<file path="src/rtl/decode_ctrl_pipe.sv">
// decode_ctrl_pipe: registered valid/ready decode stage between fetch and execute.
// Decodes opcode/aluop into a registered control word. Mul/div requests occupy the
// stage for MD_LAT cycles before their word issues. Flush kills held or in-flight work.
// Optional load-use interlock: define DECODE_HAZARD_EN to enable it.
module decode_ctrl_pipe #(
    parameter int REGW   = 5,
    parameter int MD_LAT = 32,
    parameter int CNTW   = 6
) (
    input  logic            clock,
    input  logic            reset,
    input  logic            in_valid,
    output logic            in_ready,
    input  logic [4:0]      opcode,
    input  logic [4:0]      aluop,
    input  logic [REGW-1:0] rd,
    input  logic [REGW-1:0] rs,
    input  logic [REGW-1:0] rt,
    input  logic            flush,
    output logic            out_valid,
    input  logic            out_ready,
    output logic            Rwe,
    output logic            Rst,
    output logic            ALUinB,
    output logic            DMwe,
    output logic            Rwd,
    output logic [4:0]      alu_ctrl,
    output logic            j,
    output logic            bne,
    output logic            jal,
    output logic            jr,
    output logic            blt,
    output logic            bex,
    output logic            setx,
    output logic            md_start,
    output logic            illegal,
    output logic [REGW-1:0] rd_q,
    output logic [REGW-1:0] rs_q,
    output logic [REGW-1:0] rt_q
);

    typedef enum logic [1:0] {IDLE, MD_WAIT, STALL} state_t;

    state_t            state;
    logic [CNTW-1:0]   md_cnt;
    logic [4:0]        md_aluop;
    logic [REGW-1:0]   md_rd, md_rs, md_rt;
    logic              run_q;

    logic       d_rwe, d_rst, d_alub, d_dmwe, d_rwd;
    logic       d_j, d_bne, d_jal, d_jr, d_blt, d_bex, d_setx, d_ill;
    logic [4:0] d_alu;
    logic       is_md, is_lw;
    logic       hazard, slot_free, fire, out_fire, word_load, md_load;

    // Combinational decode of the presented opcode/aluop into a candidate control word
    always_comb begin
        d_rwe  = 1'b0;
        d_rst  = 1'b0;
        d_alub = 1'b0;
        d_dmwe = 1'b0;
        d_rwd  = 1'b0;
        d_j    = 1'b0;
        d_bne  = 1'b0;
        d_jal  = 1'b0;
        d_jr   = 1'b0;
        d_blt  = 1'b0;
        d_bex  = 1'b0;
        d_setx = 1'b0;
        d_ill  = 1'b0;
        d_alu  = aluop;
        case (opcode)
            5'b00000: begin
                if (aluop <= 5'd7) d_rwe = 1'b1;
                else               d_ill = 1'b1;
            end
            5'b00001: d_j = 1'b1;
            5'b00010: begin d_bne = 1'b1; d_rst = 1'b1; d_alu = 5'd1; end
            5'b00011: begin d_jal = 1'b1; d_rwe = 1'b1; end
            5'b00100: begin d_jr = 1'b1; d_rst = 1'b1; end
            5'b00101: begin d_alub = 1'b1; d_rwe = 1'b1; d_alu = 5'd0; end
            5'b00110: begin d_blt = 1'b1; d_rst = 1'b1; d_alu = 5'd1; end
            5'b00111: begin d_dmwe = 1'b1; d_rst = 1'b1; d_alub = 1'b1; d_alu = 5'd0; end
            5'b01000: begin d_rwd = 1'b1; d_alub = 1'b1; d_rwe = 1'b1; d_alu = 5'd0; end
            5'b10101: begin d_setx = 1'b1; d_rwe = 1'b1; end
            5'b10110: d_bex = 1'b1;
            default:  d_ill = 1'b1;
        endcase
        if (d_ill) d_alu = 5'd0;
    end

    assign is_md = (opcode == 5'b00000) && (aluop == 5'd6 || aluop == 5'd7);
    assign is_lw = (opcode == 5'b01000);

`ifdef DECODE_HAZARD_EN
    logic            lu_valid;
    logic [REGW-1:0] lu_rd;

    assign hazard = in_valid & lu_valid & (lu_rd != '0) & ((rs == lu_rd) | (rt == lu_rd));
`else
    assign hazard = 1'b0;
`endif

    assign slot_free = ~out_valid | out_ready;
    assign in_ready  = run_q & (state == IDLE) & slot_free & ~hazard & ~flush;
    assign fire      = in_valid & in_ready;
    assign out_fire  = out_valid & out_ready;
    assign md_start  = fire & is_md;
    assign word_load = fire & ~is_md;
    assign md_load   = (state == MD_WAIT) & (md_cnt == '0) & slot_free & ~flush;

    // Stage FSM, mul/div counter and the registered control word
    always_ff @(posedge clock or negedge reset) begin
        if (!reset) begin
            state     <= IDLE;
            md_cnt    <= '0;
            md_aluop  <= '0;
            md_rd     <= '0;
            md_rs     <= '0;
            md_rt     <= '0;
            run_q     <= 1'b0;
            out_valid <= 1'b0;
            Rwe       <= 1'b0;
            Rst       <= 1'b0;
            ALUinB    <= 1'b0;
            DMwe      <= 1'b0;
            Rwd       <= 1'b0;
            alu_ctrl  <= '0;
            j         <= 1'b0;
            bne       <= 1'b0;
            jal       <= 1'b0;
            jr        <= 1'b0;
            blt       <= 1'b0;
            bex       <= 1'b0;
            setx      <= 1'b0;
            illegal   <= 1'b0;
            rd_q      <= '0;
            rs_q      <= '0;
            rt_q      <= '0;
        end else begin
            run_q <= 1'b1;
            if (flush) begin
                out_valid <= 1'b0;
                md_cnt    <= '0;
                state     <= IDLE;
            end else begin
                if (word_load || md_load) begin
                    out_valid <= 1'b1;
                    Rwe       <= word_load ? d_rwe  : 1'b1;
                    Rst       <= word_load ? d_rst  : 1'b0;
                    ALUinB    <= word_load ? d_alub : 1'b0;
                    DMwe      <= word_load ? d_dmwe : 1'b0;
                    Rwd       <= word_load ? d_rwd  : 1'b0;
                    alu_ctrl  <= word_load ? d_alu  : md_aluop;
                    j         <= word_load ? d_j    : 1'b0;
                    bne       <= word_load ? d_bne  : 1'b0;
                    jal       <= word_load ? d_jal  : 1'b0;
                    jr        <= word_load ? d_jr   : 1'b0;
                    blt       <= word_load ? d_blt  : 1'b0;
                    bex       <= word_load ? d_bex  : 1'b0;
                    setx      <= word_load ? d_setx : 1'b0;
                    illegal   <= word_load ? d_ill  : 1'b0;
                    rd_q      <= word_load ? rd     : md_rd;
                    rs_q      <= word_load ? rs     : md_rs;
                    rt_q      <= word_load ? rt     : md_rt;
                end else if (out_fire) begin
                    out_valid <= 1'b0;
                end
                case (state)
                    IDLE: begin
                        if (md_start) begin
                            md_cnt   <= CNTW'(MD_LAT - 1);
                            md_aluop <= aluop;
                            md_rd    <= rd;
                            md_rs    <= rs;
                            md_rt    <= rt;
                            state    <= MD_WAIT;
                        end else if (hazard) begin
                            state <= STALL;
                        end
                    end
                    MD_WAIT: begin
                        if (md_cnt != '0)   md_cnt <= md_cnt - 1'b1;
                        else if (slot_free) state  <= IDLE;
                    end
                    STALL:   state <= IDLE;
                    default: state <= IDLE;
                endcase
            end
        end
    end

`ifdef DECODE_HAZARD_EN
    // Track the destination of the most recently issued load until execute takes it
    always_ff @(posedge clock or negedge reset) begin
        if (!reset) begin
            lu_valid <= 1'b0;
            lu_rd    <= '0;
        end else if (flush) begin
            lu_valid <= 1'b0;
        end else if (word_load && is_lw) begin
            lu_valid <= 1'b1;
            lu_rd    <= rd;
        end else if (out_fire) begin
            lu_valid <= 1'b0;
        end
    end
`endif

endmodule

</file>
<file path="config.mk">
export PLATFORM = sky130hd
export DESIGN_NAME = decode_ctrl_pipe
export DESIGN_NICKNAME = d
export VERILOG_FILES = /design/src/rtl/decode_ctrl_pipe.sv
export SDC_FILE = /design/constraint.sdc
export NUM_CORES = 1
export LEC_CHECK = 0
export CAP_MARGIN = 15
export CELL_PAD_IN_SITES_DETAIL_PLACEMENT = 0
export CELL_PAD_IN_SITES_GLOBAL_PLACEMENT = 1
export CORE_MARGIN = 8
export CORE_UTILIZATION = 42
export DETAILED_ROUTE_END_ITERATION = 7
export PLACE_DENSITY_LB_ADDON = 0.1
export SLEW_MARGIN = 20
export SYNTH_ARGS = -nofsm -noshare
export SYNTH_HDL_FRONTEND = slang
export SYNTH_SLANG_ARGS = --single-unit
</file>
<file path="constraint.sdc">
create_clock -name clock -period 3.9 [get_ports clock]
set_input_delay 0.78 -clock clock [delete_from_list [all_inputs] [get_ports clock]]
set_output_delay 0.78 -clock clock [all_outputs]
set_load 0.03 [all_outputs]
</file>
# Word level (Yosys, flattened, before mapping)
# Index checks and enable logic that the tools add are counted.
# totals
regBits	63
out_inout_bits	36
wordCells	122
# classes
addsub	1
magnitude_cmp	1
eq_ne	17
muxes	46
n_bitwise	14
n_reduce_logical	18
# op_table
cell	count
$eq A5 B3 Y1 const B	6
$mux W1	29
$mux W5	5
$mux W6	3
$pmux W6 S2	1
$and A1 B1 Y1	10
$eq A5 B2 Y1 const B	2
$eq A5 B5 Y1 const B	2
$pmux W5 S2	1
$reduce_or A10 Y1	1
$ne A3 B3 Y1 const B	3
$reduce_and A3 Y1	3
$mux W2	4
$reduce_or A4 Y1	2
$logic_not A6 Y1	1
$reduce_bool A3 Y1	2
$reduce_bool A6 Y1	1
$sub A6 B1 Y6 const B	1
$eq A5 B1 Y1 const B	1
$eq A5 B4 Y1 const B	1
$le A5 B3 Y1 const B	1
$logic_not A5 Y1	1
$pmux W1 S2	2
$pmux W2 S2	1
other kinds (10)	13

# Longest topological paths before layout
# depth
word_depth	9
depth_mapped	9
depth_no_buf	7

# Worst setup path after synthesis
# Ideal clock, no wire load.
# synth_path
kind	in2out
start	input opcode[3]
end	output md_start
t_arrival_ns	2.272
setup_slack_ns	0.848
path_stages	3
cell_sequence	nor3_1 -> nand3_1 -> nor4_1
# synth_between
elab_chain_len	3
# synth_lines
item	line	rtl
from (decl)	14	input logic [4:0] opcode,
$logic_not A5 Y1	92	assign is_md = (opcode == 5'b00000) && (aluop == 5'd6 || aluop == 5'd7);
$logic_and A1 B1 Y1	92	
$and A1 B1 Y1	108	assign md_start = fire & is_md;
to (decl)	35	output logic md_start,
# Every way passes these cells.

# Worst setup path in the final report
# Same ends and word-level chain as after synthesis.

==> impl_metrics.tcl <==
set metrics [dict create \
    grt_pass1_wl_um 11600 \
    postCtsSetupBuffers 0 \
    synth_commonest_cells "dfrtp_1, a21oi_1, nor2_1" \
    syn_inst 288 \
    cp-start-kind "input pin" \
    slew_viol_final 0 \
    grt_start_max_net_pins 40 \
    slew_headroom_pct 43.8 \
    powerDensity_nw_per_um2 411 \
    period_share_pct 84.5 \
    rsz0062_at_grt "false" \
    crit_chain "clkdlybuf4s50_1 -> nor3_1 -> nand3_1 -> nor4_1 -> buf_4" \
    synth.area.top_cells "dfrtp_1, mux2i_1, mux2_2" \
    io_buffers 65 \
    hpwl_um 4890 \
    h-tree-depth 3 \
    synth_ff_type "dfrtp_1" \
    grt_pass1_vias 2364 \
    ant_nets 0 \
    die_h_um 101 \
    ios 66 \
    tns_ps 0 \
    cp_max_fo 3 \
    seq_power_share_pct 44.4 \
    clock_sinks 62 \
    avgViaCountPerCell 5.17 \
    fillers 661 \
    worstReg2RegEnd "md_rs[0]" \
    syn_nets 320 \
    std_cell_rows 31 \
    async_flop_share_pct 100 \
    area_growth_pct 31.4 \
    hp-class "flop to flop" \
    r2r_cells 5 \
    p_sw_uw 479 \
    drt_pass1_iterations 4 \
    synthDominantCellAreaShare_pct 51.6 \
    post_synth.cell_area_avg_um2 10.4 \
    first_iter_violations 105 \
    clkLatencyLatePin_ps 330 \
    cts_buffer_depth 2 \
    finalClockSkew_ps 12.6 \
    cap_violations 0 \
    antenna_cells 0 \
    status "finished, final reports clean" \
    drive_gt1_share_pct 15.2 \
    clkPwrFrac_pct 33.8 \
    whs_endpoint "md_aluop[2]" \
    dieArea_um2 10100 \
    synth_top_area_cell "dfrtp_1" \
    slowest_delay_ps 420 \
    multi_input_area_um2 1310 \
    ys_seq_area_share_pct 51.6 \
    yosys.cell_count.top_type "dfrtp_1" \
    crit_type "input pin to output pin" \
    tritoncts "done" \
    tightest_slew_ps 843 \
    root_buffer "clkbuf_8" \
    internal_power_uw 1140 \
    nets 388 \
    ys_warn_count 0 \
    power.leakage_uw 0.00184 \
    min_period_ps 3290 \
    cts_buffers 9 \
    routabilityCongestion 0.786 \
    ctsResizeCount 0 \
    worstPathArrival_ps 2510 \
    drt_wl_total_um 6920 \
    syn-cell-area_um2 3000 \
    peakVddDrop_v 0.000174 \
    synth.distinct_cells 41 \
    p_comb_share_pct 21.8 \
    setup_viol_count_final 0 \
    cp.required_ps 3120 \
    rrSetupSlack_ps 1580 \
    clkTransAtPathRegs_ps 70 \
    ys_ff_latch 62 \
    grt_usage_pct 14.3 \
    overflow 0 \
    cp_slowest_cell "clkdlybuf4s50_1" \
    synth-edff-count 0 \
    holdPathStages 1 \
    fin_area_um2 3950 \
    min_from "md_aluop[2]" \
    final-seq-area_um2 1550 \
    regToRegStartpoint "state[0]" \
    route.detailed.drc 0 \
    holdBufCountCts 0 \
    endpoint_kind "output pin" \
    initial_utilization_pct 42.3 \
    switching_share_pct 29.5 \
    max_freq_mhz 304 \
    vias 2376 \
    die_w_um 101 \
    core-area_um2 7100 \
    wire_per_inst_um 15.0 \
    antenna_found_initial 0 \
    critPathLaunch "opcode[3]" \
    place_area_um2 3760 \
    hold_viol_final 0 \
]
## layout make-up
type | instances | share of cell area [%]
Sequential cell | 62 | 39.3
Multi-Input combinational cell | 196 | 33.3
Timing Repair Buffer | 77 | 18.6
Clock buffer | 10 | 3.23
Tap cell | 99 | 3.14
Clock inverter | 6 | 1.55
Inverter | 10 | 0.951
## layout by cell type (no fill, tap or decap), drive strengths merged, types with 2 or more instances in the layout
| cell | netlist | final |
|---|---|---|
| nor2b | 4 | 4 |
| a31o | 2 | 2 |
| ha | 2 | 2 |
| inv | 10 | 11 |
| mux2i | 17 | 17 |
| o31ai | 4 | 4 |
| mux2 | 16 | 16 |
| o211ai | 3 | 3 |
| buf | 12 | 14 |
| or4 | 4 | 4 |
| nand2 | 15 | 15 |
| o41ai | 5 | 5 |
| clkbuf | 8 | 10 |
| dfrtp | 62 | 62 |
| a21oi | 24 | 24 |
| clkdlybuf4s50 | 0 | 63 |
| a2bb2oi | 4 | 4 |
| nand2b | 10 | 10 |
| or2 | 3 | 3 |
| nor3 | 11 | 11 |
| o21ai | 13 | 13 |
| a221oi | 3 | 3 |
| nor4 | 4 | 4 |
| clkinv | 0 | 3 |
| nor2 | 23 | 23 |
| nand3 | 15 | 15 |
| o21bai | 3 | 3 |
## state kept, by name, summed over array words and instances (netlist names), 5 cells and up
name and flops:
md_cnt 6, alu_ctrl 5, md_aluop 5, md_rd 5
md_rs 5, md_rt 5, rd_q 5, rs_q 5
rt_q 5
## per-layer routing
metal / share of wire, % / track usage [%]
met2: 48 / 22.2
met1: 46 / 18.5
met5: 0 / 0
met4: 0.77 / 5.58
met3: 5.7 / 3.87
## cell families (layout without fill, tap and decap cells)
family	count (synthesis)	after routing	synth area share [%]
adders and majority gates	2	2	0.833
and+or+nand+nor	94	94	16.2
buffers and inverters	30	103	5.00
xor gates and xnor gates	1	1	0.292
muxes	33	33	11.7
other	1	1	0.125
AOI/OAI and AO/OA	65	65	14.2
DFF	62	62	51.6
## critical path, delay by kind of cell
family | cells | cell delay [ps]
simple gates | 3 | 1100
buf+inv | 2 | 640
## stage by stage
| stage | util [%] | instances | power (uW) | hold slack (ps) | worst slack, ps |
|---|---|---|---|---|---|
| 6_report | 55.6 | 460 | 1620 | 471 | 606 |
| 5_1_grt | 55.6 | 460 | 1700 | 496 | 482 |
| 4_1_cts | 55.6 | 460 | 1650 | 470 | 611 |
| 3_5_place_dp | 53.0 | 444 | 1090 | 454 | 605 |
| 3_3_place_gp | 53.0 | 444 | 1090 | 449 | 672 |
| 2_1_floorplan | - | 288 | 918 | 434 | 848 |
## worst max-delay path by stage
stage / depth (start not counted) / slack, ps / to
after floorplan: 3 / 850 / md_start
after global placement: 5 / 670 / md_start
after detailed placement: 5 / 600 / md_start
after CTS: 5 / 610 / md_start
after global routing: 5 / 480 / md_start
final: 5 / 610 / md_start
## power groups by stage
stage                     clock, uW  sequential [uW]  combinational (uW)
after floorplan                   0              828                90.0
after global placement            0              733                 356
after detailed placement          0              734                 358
after CTS                       565              721                 359
after global routing            592              727                 381
final                           549              720                 354
No activity file was read; power rests on OpenSTA's default activity.
